--- src/rtl/cache_param_pkg.sv ---
// Shared types for the far-memory scheduler.
//   t_tq_id / t_cl_address / t_cl : request identifiers and cache-line payload
//   t_fm_opcode / t_fm_req        : request presented to far memory
//   t_miss_entry / t_evict_entry  : queue entry layouts
package cache_param_pkg;

   localparam int TQ_ID_W   = 4;
   localparam int CL_ADDR_W = 20;
   localparam int CL_W      = 128;

   typedef logic [TQ_ID_W-1:0]   t_tq_id;
   typedef logic [CL_ADDR_W-1:0] t_cl_address;
   typedef logic [CL_W-1:0]      t_cl;

   typedef enum logic {
      FM_RD = 1'b0,
      FM_WR = 1'b1
   } t_fm_opcode;

   typedef struct packed {
      logic        valid;
      t_fm_opcode  opcode;
      t_cl_address cl_address;
      t_cl         data;
      t_tq_id      tq_id;
   } t_fm_req;

   typedef struct packed {
      t_tq_id      tq_id;
      t_cl_address cl_address;
   } t_miss_entry;

   typedef struct packed {
      t_cl_address cl_address;
      t_cl         data;
   } t_evict_entry;

   typedef enum logic {
      S_IDLE = 1'b0,
      S_SEND = 1'b1
   } t_sched_state;

   typedef enum logic {
      RR_MISS  = 1'b0,
      RR_EVICT = 1'b1
   } t_rr;

endpackage

--- src/rtl/cache_sched_fifo.sv ---
// Circular FIFO with an extra pointer bit to tell full from empty.
// Also answers "does any occupied slot match cmp_data_i under cmp_mask_i".
//   clk, rst (sync, active-low)
//   push_i/push_data_i : enqueue (dropped when full)
//   pop_i              : dequeue head (ignored when empty)
//   head_o, full_o, empty_o, count_o
//   cmp_data_i, cmp_mask_i, hit_o : occupied-slot match
module cache_sched_fifo #(
   parameter int WIDTH = 8,
   parameter int DEPTH = 4
) (
   input  logic                       clk,
   input  logic                       rst,
   input  logic                       push_i,
   input  logic [WIDTH-1:0]           push_data_i,
   input  logic                       pop_i,
   output logic [WIDTH-1:0]           head_o,
   output logic                       full_o,
   output logic                       empty_o,
   output logic [$clog2(DEPTH):0]     count_o,
   input  logic [WIDTH-1:0]           cmp_data_i,
   input  logic [WIDTH-1:0]           cmp_mask_i,
   output logic                       hit_o
);

   localparam int AW = $clog2(DEPTH);

   logic [AW:0]       wr_ptr_q, rd_ptr_q;
   logic [WIDTH-1:0]  mem_q [DEPTH];
   logic              push_ok, pop_ok;
   logic [DEPTH-1:0]  slot_hit;

   assign count_o = wr_ptr_q - rd_ptr_q;
   assign empty_o = (wr_ptr_q == rd_ptr_q);
   assign full_o  = (wr_ptr_q[AW] != rd_ptr_q[AW]) && (wr_ptr_q[AW-1:0] == rd_ptr_q[AW-1:0]);
   assign head_o  = mem_q[rd_ptr_q[AW-1:0]];

   assign push_ok = push_i && !full_o;
   assign pop_ok  = pop_i && !empty_o;

   always_ff @(posedge clk) begin
      if (!rst) begin
         wr_ptr_q <= '0;
         rd_ptr_q <= '0;
      end else begin
         if (push_ok) wr_ptr_q <= wr_ptr_q + 1'b1;
         if (pop_ok)  rd_ptr_q <= rd_ptr_q + 1'b1;
      end
   end

   always_ff @(posedge clk) begin
      if (push_ok) mem_q[wr_ptr_q[AW-1:0]] <= push_data_i;
   end

   // A slot is occupied when its distance from the read pointer is below count.
   for (genvar gi = 0; gi < DEPTH; gi++) begin : g_slot
      logic [AW-1:0] offs;
      assign offs         = AW'(gi) - rd_ptr_q[AW-1:0];
      assign slot_hit[gi] = ({1'b0, offs} < count_o) &&
                            ((mem_q[gi] & cmp_mask_i) == (cmp_data_i & cmp_mask_i));
   end

   assign hit_o = |slot_hit;

endmodule

--- src/rtl/cache_fm_sched.sv ---
// Far-memory request scheduler: buffers fill-read misses and dirty evictions,
// arbitrates them round-robin onto one FM request port, limits outstanding reads.
//   clk, rst (sync, active-low)
//   miss_req_*  : fill-read request from pipe q3
//   evict_req_* : write-back request from pipe q3
//   cache2fm_req / fm_req_ready : FM request handshake
//   fm_rsp_valid : fill-read response pulse
//   sched_stall, sched_overflow : back-pressure and sticky error
//
// state  | meaning
// S_IDLE | output register empty, valid=0
// S_SEND | output register holds a request, valid=1 until accepted
module cache_fm_sched
   import cache_param_pkg::*;
#(
   parameter int MISS_Q_DEPTH       = 4,
   parameter int EVICT_Q_DEPTH      = 2,
   parameter int MAX_RD_OUTSTANDING = 4
) (
   input  logic        clk,
   input  logic        rst,
   input  logic        miss_req_valid,
   input  t_tq_id      miss_req_tq_id,
   input  t_cl_address miss_req_cl_address,
   input  logic        evict_req_valid,
   input  t_cl_address evict_req_cl_address,
   input  t_cl         evict_req_data,
   output t_fm_req     cache2fm_req,
   input  logic        fm_req_ready,
   input  logic        fm_rsp_valid,
   output logic        sched_stall,
   output logic        sched_overflow
);

   localparam int MCW = $clog2(MISS_Q_DEPTH) + 1;
   localparam int ECW = $clog2(EVICT_Q_DEPTH) + 1;
   localparam int OW  = $clog2(MAX_RD_OUTSTANDING + 1);

   t_sched_state state_q, state_d;
   t_fm_req      req_q, req_d;
   t_rr          rr_q, rr_d;
   logic [OW-1:0] rd_out_q, rd_out_d;
   logic          ovf_q, ovf_d;

   t_miss_entry  miss_push_data, miss_head;
   t_evict_entry evict_push_data, evict_head, evict_cmp_data, evict_cmp_mask;
   logic         miss_full, miss_empty, miss_pop;
   logic         evict_full, evict_empty, evict_pop;
   logic [MCW-1:0] miss_count;
   logic [ECW-1:0] evict_count;
   logic         addr_hit, miss_hit_unused;

   logic         hs, rd_hs, rsp_ok, miss_elig, evict_elig, grant_evict, grant_miss;
   logic [OW:0]  rd_pend;

   assign miss_push_data  = '{tq_id: miss_req_tq_id, cl_address: miss_req_cl_address};
   assign evict_push_data = '{cl_address: evict_req_cl_address, data: evict_req_data};
   assign evict_cmp_data  = '{cl_address: miss_head.cl_address, data: '0};
   assign evict_cmp_mask  = '{cl_address: '1, data: '0};

   cache_sched_fifo #(.WIDTH($bits(t_miss_entry)), .DEPTH(MISS_Q_DEPTH)) u_miss_q (
      .clk, .rst,
      .push_i(miss_req_valid), .push_data_i(miss_push_data), .pop_i(miss_pop),
      .head_o(miss_head), .full_o(miss_full), .empty_o(miss_empty), .count_o(miss_count),
      .cmp_data_i('0), .cmp_mask_i('0), .hit_o(miss_hit_unused)
   );

   cache_sched_fifo #(.WIDTH($bits(t_evict_entry)), .DEPTH(EVICT_Q_DEPTH)) u_evict_q (
      .clk, .rst,
      .push_i(evict_req_valid), .push_data_i(evict_push_data), .pop_i(evict_pop),
      .head_o(evict_head), .full_o(evict_full), .empty_o(evict_empty), .count_o(evict_count),
      .cmp_data_i(evict_cmp_data), .cmp_mask_i(evict_cmp_mask), .hit_o(addr_hit)
   );

   assign hs     = req_q.valid && fm_req_ready;
   assign rd_hs  = hs && (req_q.opcode == FM_RD);
   assign rsp_ok = fm_rsp_valid && (rd_out_q != '0);

   // A read sitting in the output register will be outstanding once accepted,
   // so it counts against the limit already.
   assign rd_pend     = {1'b0, rd_out_q} + (OW+1)'(req_q.valid && (req_q.opcode == FM_RD));
   assign miss_elig   = !miss_empty && (rd_pend < (OW+1)'(MAX_RD_OUTSTANDING));
   assign evict_elig  = !evict_empty;
   // A pending write-back to the same line must reach FM before the fill read.
   assign grant_evict = evict_elig && (!miss_elig || addr_hit || (rr_q == RR_EVICT));
   assign grant_miss  = miss_elig && !grant_evict;

   always_comb begin
      state_d   = state_q;
      req_d     = req_q;
      rr_d      = rr_q;
      miss_pop  = 1'b0;
      evict_pop = 1'b0;
      if ((state_q == S_IDLE) || fm_req_ready) begin
         if (grant_evict) begin
            state_d          = S_SEND;
            req_d.valid      = 1'b1;
            req_d.opcode     = FM_WR;
            req_d.cl_address = evict_head.cl_address;
            req_d.data       = evict_head.data;
            req_d.tq_id      = '0;
            evict_pop        = 1'b1;
            rr_d             = RR_MISS;
         end else if (grant_miss) begin
            state_d          = S_SEND;
            req_d.valid      = 1'b1;
            req_d.opcode     = FM_RD;
            req_d.cl_address = miss_head.cl_address;
            req_d.data       = '0;
            req_d.tq_id      = miss_head.tq_id;
            miss_pop         = 1'b1;
            rr_d             = RR_EVICT;
         end else begin
            state_d = S_IDLE;
            req_d   = '0;
         end
      end
   end

   always_comb begin
      rd_out_d = rd_out_q;
      if (rd_hs && !rsp_ok)      rd_out_d = rd_out_q + OW'(1);
      else if (!rd_hs && rsp_ok) rd_out_d = rd_out_q - OW'(1);
      ovf_d = ovf_q || (miss_req_valid && miss_full) || (evict_req_valid && evict_full) ||
              (fm_rsp_valid && (rd_out_q == '0));
   end

   always_ff @(posedge clk) begin
      if (!rst) begin
         state_q  <= S_IDLE;
         req_q    <= '0;
         rr_q     <= RR_MISS;
         rd_out_q <= '0;
         ovf_q    <= 1'b0;
      end else begin
         state_q  <= state_d;
         req_q    <= req_d;
         rr_q     <= rr_d;
         rd_out_q <= rd_out_d;
         ovf_q    <= ovf_d;
      end
   end

   assign cache2fm_req   = req_q;
   assign sched_overflow = ovf_q;
   assign sched_stall    = (miss_count >= MCW'(MISS_Q_DEPTH - 1)) ||
                           (evict_count >= ECW'(EVICT_Q_DEPTH - 1));

endmodule

--- config.mk ---
export PLATFORM = sky130hd
export DESIGN_NAME = cache_fm_sched
export DESIGN_NICKNAME = d
export VERILOG_FILES = /design/src/rtl/cache_param_pkg.sv /design/src/rtl/cache_sched_fifo.sv /design/src/rtl/cache_fm_sched.sv
export SDC_FILE = /design/constraint.sdc
export NUM_CORES = 1
export LEC_CHECK = 0
export BUFFER_PORTS_ARGS = -buffer_cell sky130_fd_sc_hd__buf_2
export CORE_UTILIZATION = 51
export DETAILED_ROUTE_END_ITERATION = 10
export GPL_TIMING_DRIVEN = 0
export PLACE_DENSITY_LB_ADDON = 0.12
export SLEW_MARGIN = 15
export SYNTH_ARGS = -nofsm -noshare
export SYNTH_HDL_FRONTEND = slang
export SYNTH_SLANG_ARGS = --single-unit
--- constraint.sdc ---
create_clock -name clk -period 4.9 [get_ports clk]
set_input_delay 0.49 -clock clk [delete_from_list [all_inputs] [get_ports clk]]
set_output_delay 0.49 -clock clk [all_outputs]
set_load 0.02 [all_outputs]
==> results of run 1 <==
cells in the mapped netlist (all sizes together):
cell type  number
a21oi           5
o21bai          1
mux2           20
mux4           24
buf            11
nor3            2
xor2           25
nand4b          1
a32o           24
o211ai          2
nand2b          7
nand4           5
nand2         164
xnor2          23
dfxtp         172
inv            11
mux2i         147
nor2b           4
and3            4
clkbuf         66
a41oi          23
or3             2
a41o            1
or2             1
a211oi          1
o2111ai         2
and2            6
a2111o          1
nor2           10
o21ai         134
o211a           1
a221oi          1
edfxtp        392
ha             11
fa              2
o22ai          20
nand3           2
nor4            4
critical path: cells and delay by family, from the launching register on:
family                 cells  cell delay (ns)
buffers and inverters      5             1.36
AO/OA/AOI/OAI              3             0.74
flip-flops                 1             0.30
multiplexers               1             0.43
XOR/XNOR                   1             0.17
AND/OR/NAND/NOR            2             0.49
how the worst max path moves through the flow:
stage                                startpoint                      to  cells after the start
after detailed placement              flip-flop        cache2fm_req[94]                     12
final                                 flip-flop        cache2fm_req[94]                     12
after floorplan           u_evict_q.rd_ptr_q[0]   u_evict_q.mem_q[1][0]                      4
after global routing                  flip-flop        cache2fm_req[85]                     12
after global placement    u_evict_q.rd_ptr_q[0]  u_evict_q.mem_q[1][91]                      4
after CTS                             flip-flop        cache2fm_req[94]                     12
power by group through the flow:
| stage | Clock [uW] | Sequential (uW) | Combinational (uW) |
|---|---|---|---|
| after global routing | 4280 | 6210 | 3920 |
| after detailed placement | 0 | 6230 | 3650 |
| final | 4020 | 6140 | 3620 |
| after global placement | 0 | 6290 | 3550 |
| after CTS | 4100 | 6140 | 3660 |
| after floorplan | 0 | 6620 | 2010 |
stage by stage:
step / std cells / utilization / setup WS [ns] / instance area, um^2
after detailed placement: 2196 / 0.581 / 1.35 / 23200
after global placement: 2190 / 0.577 / -2.36 / 23000
after CTS: 2297 / 0.624 / 1.30 / 24900
after global routing: 2300 / 0.624 / 1.09 / 24900
after floorplan: 1332 / - / 0.0799 / 20700
final: 2305 / 0.624 / 1.30 / 24900
layout make-up:
cell class,instances,area (um^2)
Sequential cell,564,15200
Clock buffer,82,1540
Fill cell,3018,15000
Tap cell,525,657
Timing Repair Buffer,339,1810
Multi-Input combinational cell,680,5120
Antenna cell,8,20.0
Clock inverter,19,175
Inverter,11,41.3
Buffer,77,335
metal layers:
| metal | GRT usage | wire length (um) | vias to the layer above | part of all wire |
|---|---|---|---|---|
| met2 | 0.356 | 22200 | 398 | 0.47 |
| met1 | 0.305 | 20300 | 6158 | 0.43 |
| met5 | 0 | 78 | - | 0.0017 |
| met3 | 0.0618 | 3470 | 90 | 0.074 |
| li1 | - | - | 5824 | - |
| met4 | 0.0730 | 1160 | 12 | 0.025 |
kinds of logic after synthesis:
| kind of cell | Yosys count |
|---|---|
| xor gates and xnor gates | 48 |
| muxes | 191 |
| DFF | 564 |
| adders and majority gates | 13 |
| buffers and inverters | 88 |
| and+or+nand+nor | 212 |
| AOI/OAI and AO/OA | 216 |
state kept, by name (all words and copies together) (netlist names), named ones only:
signal              cells
sched_overflow          1
rd_out_q                3
u_evict_q.rd_ptr_q      2
u_evict_q.wr_ptr_q      2
u_miss_q.rd_ptr_q       3
cache2fm_req          153
u_evict_q.mem_q       296
u_miss_q.mem_q         96
state_q                 1
u_miss_q.wr_ptr_q       3
rr_q                    1
==> flow_metrics.env, run 1 <==
export IMPL_cts_buffer_depth=3
export IMPL_synth_top_area_cell="edfxtp_1"
export IMPL_fmax_mhz=278
export IMPL_cts_max_level=2
export IMPL_rrSetupSlack_ns=1.30
export IMPL_max_stage_delay_ns=0.43
export IMPL_worstPathArrival_ns=4.10
export IMPL_ios=334
export IMPL_rsz0062_at_grt="no"
export IMPL_dieWidth_um=203
export IMPL_place_congestion=0.832
export IMPL_overflow=0
export IMPL_syn_inst=1332
export IMPL_p_leak_uw=0.00915
export IMPL_vias=12482
export IMPL_slowest_stage="mux4_2"
export IMPL_postCtsSetupRepairBufs=0
export IMPL_dieArea_um2=41400
export IMPL_whs_ns=0.0830
export IMPL_synth_area_mux_share=0.108
export IMPL_cts_tree="yes"
export IMPL_slew_headroom=0.387
export IMPL_synth_area_um2=20700
export IMPL_vias_per_cell=5.42
export IMPL_setup_tns_ns=0
export IMPL_drtPass1Iterations=5
export IMPL_layout_common_cells="edfxtp_1 (392), buf_2 (337), dfxtp_1 (172), nand2_1 (164), mux2i_1 (147)"
export IMPL_combPwrFrac=0.263
export IMPL_synth_fa_ha_area_frac=0.00859
export IMPL_grt_pass1_wl_um=70600
export IMPL_setup_worst_path_start_class="flip-flop"
export IMPL_min_delay_start="evict_req_data[110]"
export IMPL_min_to="u_evict_q.mem_q[1][110]"
export IMPL_core_um2=39900
export IMPL_root_buffer="clkbuf_16"
export IMPL_setup_violations=0
export IMPL_fin_crit_sh=0.734
export IMPL_worstHoldPathCells=1
export IMPL_skew_ns=0.0156
export IMPL_clk_pin_slew_ns=0.06
export IMPL_crit_top_cell="buf_2"
export IMPL_synth_simple_area_share=0.0429
export IMPL_period_needed_ns=3.60
export IMPL_drv_cap=0
export IMPL_layout_drive_gt1_share=0.273
export IMPL_synth_top_area_share=0.569
export IMPL_grt_pass1_vias=12371
export IMPL_r2r_end="cache2fm_req[94]"
export IMPL_r2r_cells=12
export IMPL_power_density_nw_per_um2=553
export IMPL_drt_iter0_drc=743
export IMPL_yosysSeqAreaShare=0.735
export IMPL_wire_per_inst_um=20.5
export IMPL_crit_chain="buf_2, buf_2, buf_2, mux4_2, xor2_1, nor3_1, nand4_1, o21bai_1, o211ai_1, buf_6, clkbuf_1, o21ai_0"
export IMPL_drv_slew=0
export IMPL_cts_inserted_buffers=55
export IMPL_avgSynthCellArea_um2=15.5
export IMPL_critPathMaxFanout=11
export IMPL_synth_area_leaders="edfxtp_1 (57%), dfxtp_1 (17%), mux2i_1 (7.1%)"
export IMPL_ir_drop_mv=0.345
export IMPL_hold_viol_final=0
export IMPL_antenna_found_initial=12
export IMPL_p_sw_frac=0.309
export IMPL_area_growth_pct=20.4
export IMPL_end_kind="flip-flop"
export IMPL_ys_ff_latch=564
export IMPL_groute_usage_overall=0.226
export IMPL_route_detailed_drc=0
export IMPL_synthXorXnorAreaFrac=0.0203
export IMPL_synth_compound_area_frac=0.0667
export IMPL_initial_core_util=0.518
export IMPL_final_common_cell="edfxtp_1"
export IMPL_crit_type="reg -> reg"
export IMPL_portBuffers=333
export IMPL_clkPwrFrac=0.292
export IMPL_die_h_um=203
export IMPL_synth_cell_types=42
export IMPL_syn_num_nets=1523
export IMPL_cts_sinks=564
export IMPL_cts_resized_gates=0
export IMPL_p_int_uw=9520
export IMPL_worst_pin_slew_ns=0.920
export IMPL_hold_class="in -> reg"
export IMPL_run_status="finished clean"
export IMPL_synth_top_family_by_area="multiplexers"
export IMPL_switchingPower_uw=4260
export IMPL_drt_total_wl_um=47200
export IMPL_num_rows=73
export IMPL_crit_required_ns=5.41
export IMPL_clkLatencyLatePin_ns=0.59
export IMPL_ant_nets=0
export IMPL_yosys_warnings=0
export IMPL_p_seq_frac=0.445
export IMPL_grt_max_degree=44
export IMPL_power_total_uw=13800
export IMPL_postCtsHoldBufs=0
export IMPL_dp_hpwl_um=32300
export IMPL_nets=1919
Power figures use the tool's default switching activity.
==> run 2: changes to the inputs <==
clock period = 3.2 ns   (was 4.9 ns; I/O delays follow)
==> flow_metrics.env, run 2 (synthesis results as in run 1) <==
export IMPL_run_status="finished clean"
export IMPL_dieWidth_um=203
export IMPL_ant_nets=0
export IMPL_grt_pass1_wl_um=75700
export IMPL_area_growth_pct=31.3
export IMPL_fmax_mhz=318
export IMPL_final_cells=2491
export IMPL_dpl_worst_slack_ns=-0.402
export IMPL_place_congestion=0.837
export IMPL_critPathMaxFanout=10
export IMPL_cts_max_level=2
export IMPL_portBuffers=333
export IMPL_layout_common_cells="edfxtp_1 (392), buf_2 (337), dlygate4sd3_1 (172), dfxtp_1 (171), nand2_1 (164)"
export IMPL_seqCellArea_um2=15200
export IMPL_hold_class="in -> reg"
export IMPL_groute_usage_overall=0.239
export IMPL_core_um2=39900
export IMPL_top_usage_layer="met2"
export IMPL_hold_viol_final=0
export IMPL_end_kind="flip-flop"
export IMPL_layout_drive_gt1_share=0.274
export IMPL_dp_cells=2196
export IMPL_drt_total_wl_um=49900
export IMPL_drtPass1Iterations=5
export IMPL_cts_sinks=564
export IMPL_setup_violations=0
export IMPL_root_buffer="clkbuf_16"
export IMPL_gr_usage_met3=0.0612
export IMPL_worstPathArrival_ns=3.67
export IMPL_antenna_found_initial=3
export IMPL_grt_pass1_vias=13496
export IMPL_period_needed_ns=3.14
export IMPL_vias=13235
export IMPL_multiInputGateArea_um2=5200
export IMPL_worst_pin_slew_ns=1.00
export IMPL_vias_per_cell=5.31
export IMPL_route_detailed_drc=0
export IMPL_fillers=2772
export IMPL_wire_per_inst_um=20.0
export IMPL_dp_hpwl_um=32300
export IMPL_drt_iter0_drc=871
export IMPL_crit_type="reg -> reg"
export IMPL_ir_drop_mv=0.510
export IMPL_power_density_nw_per_um2=823
export IMPL_slew_headroom=0.333
export IMPL_setup_worst_path_start_class="flip-flop"
export IMPL_drv_slew=0
export IMPL_final_common_cell="edfxtp_1"
export IMPL_cts_tree="yes"
export IMPL_skew_ns=0.0169
export IMPL_whs_ns=0.0405
export IMPL_p_leak_uw=0.0102
export IMPL_grt_met2_usage=0.378
export IMPL_nets=2108
export IMPL_grt_max_degree=53
export IMPL_num_rows=73
export IMPL_dieArea_um2=41400
export IMPL_initial_core_util=0.518
export IMPL_cts_inserted_buffers=56
export IMPL_largest_register_ffs=296
export IMPL_use_met1=0.319
export IMPL_drv_cap=0
export IMPL_rsz0062_at_grt="yes"
export IMPL_fin_crit_sh=0.981
export IMPL_ios=334
export IMPL_clkLatencyLatePin_ns=0.60
export IMPL_die_h_um=203
export IMPL_crit_required_ns=3.73
export IMPL_overflow=0
export IMPL_cts_buffer_depth=3
export IMPL_clk_pin_slew_ns=0.06
export IMPL_fin_ws_ns=0.0592
## run 2: cell types whose count changed in the layout (fill, tap and decap cells not counted), sizes merged
cell         before  now
dlygate4sd3       0  172
buf             350  374
clkbuf          148  139
diode             8    1
bufinv            3    9
clkinv           12   10
clkinvlp          2    3
inv              13   14
## run 2: layout make-up
cell class / count / area share
Antenna cell: 1 / 0.0000921
Buffer: 77 / 0.0154
Sequential cell: 564 / 0.560
Tap cell: 525 / 0.0242
Clock buffer: 81 / 0.0584
Inverter: 11 / 0.00152
Clock inverter: 25 / 0.0134
Timing Repair Buffer: 527 / 0.136
Multi-Input combinational cell: 680 / 0.191
## run 2: worst max-delay path, cell delays in order, from the launching register on
cell and delay (ns):
dfxtp_4 0.40, buf_12 0.16, mux4_2 0.58, buf_4 0.19
xnor2_1 0.12, nand4_1 0.13, nor4_4 0.29, a41o_1 0.31
o211ai_1 0.12, buf_4 0.17, buf_6 0.15, buf_6 0.15
buf_6 0.16, o21ai_2 0.13
## run 2: timing repair
item | CTS | global route
hold buffers | 172 | 0
pin swaps | 4 | 7
endpoints found under the setup margin | 156 | 147
buffers inserted | 7 | 7
gates cloned | 1 | 1
gates resized for setup | 32 | 79
hold endpoints to repair | 392 | 0
## run 2: stage by stage
step	area (um^2)	power [uW]	util	setup TNS, ns
2_1_floorplan	20700	13200	-	0
3_3_place_gp	23000	15000	0.577	-391.46
3_5_place_dp	23200	15100	0.581	-40.27
4_1_cts	27000	22300	0.677	0
5_1_grt	27200	23300	0.681	-0.744
6_report	27200	22400	0.681	0
## run 2: final timing paths
check / from / end / slack, ns / cells past startpoint
worst min-delay path: evict_req_valid / sched_overflow / 0.04 / 3
worst max register to register: flip-flop / cache2fm_req[111] / 0.06 / 13
worst min register to register: cache2fm_req[31] / cache2fm_req[31] / 0.44 / 2
worst max-delay path: flip-flop / cache2fm_req[111] / 0.06 / 13
## run 2: power breakdown
part           switching (uW)  internal [uW]
Combinational            3640           2420
Sequential                470           8950
Clock                    2700           4170
## run 2: per-layer routing
layer	part of all wire	vias up
met2	0.47	468
met1	0.43	6455
met5	0.00026	-
met4	0.034	2
li1	-	6197
met3	0.068	113
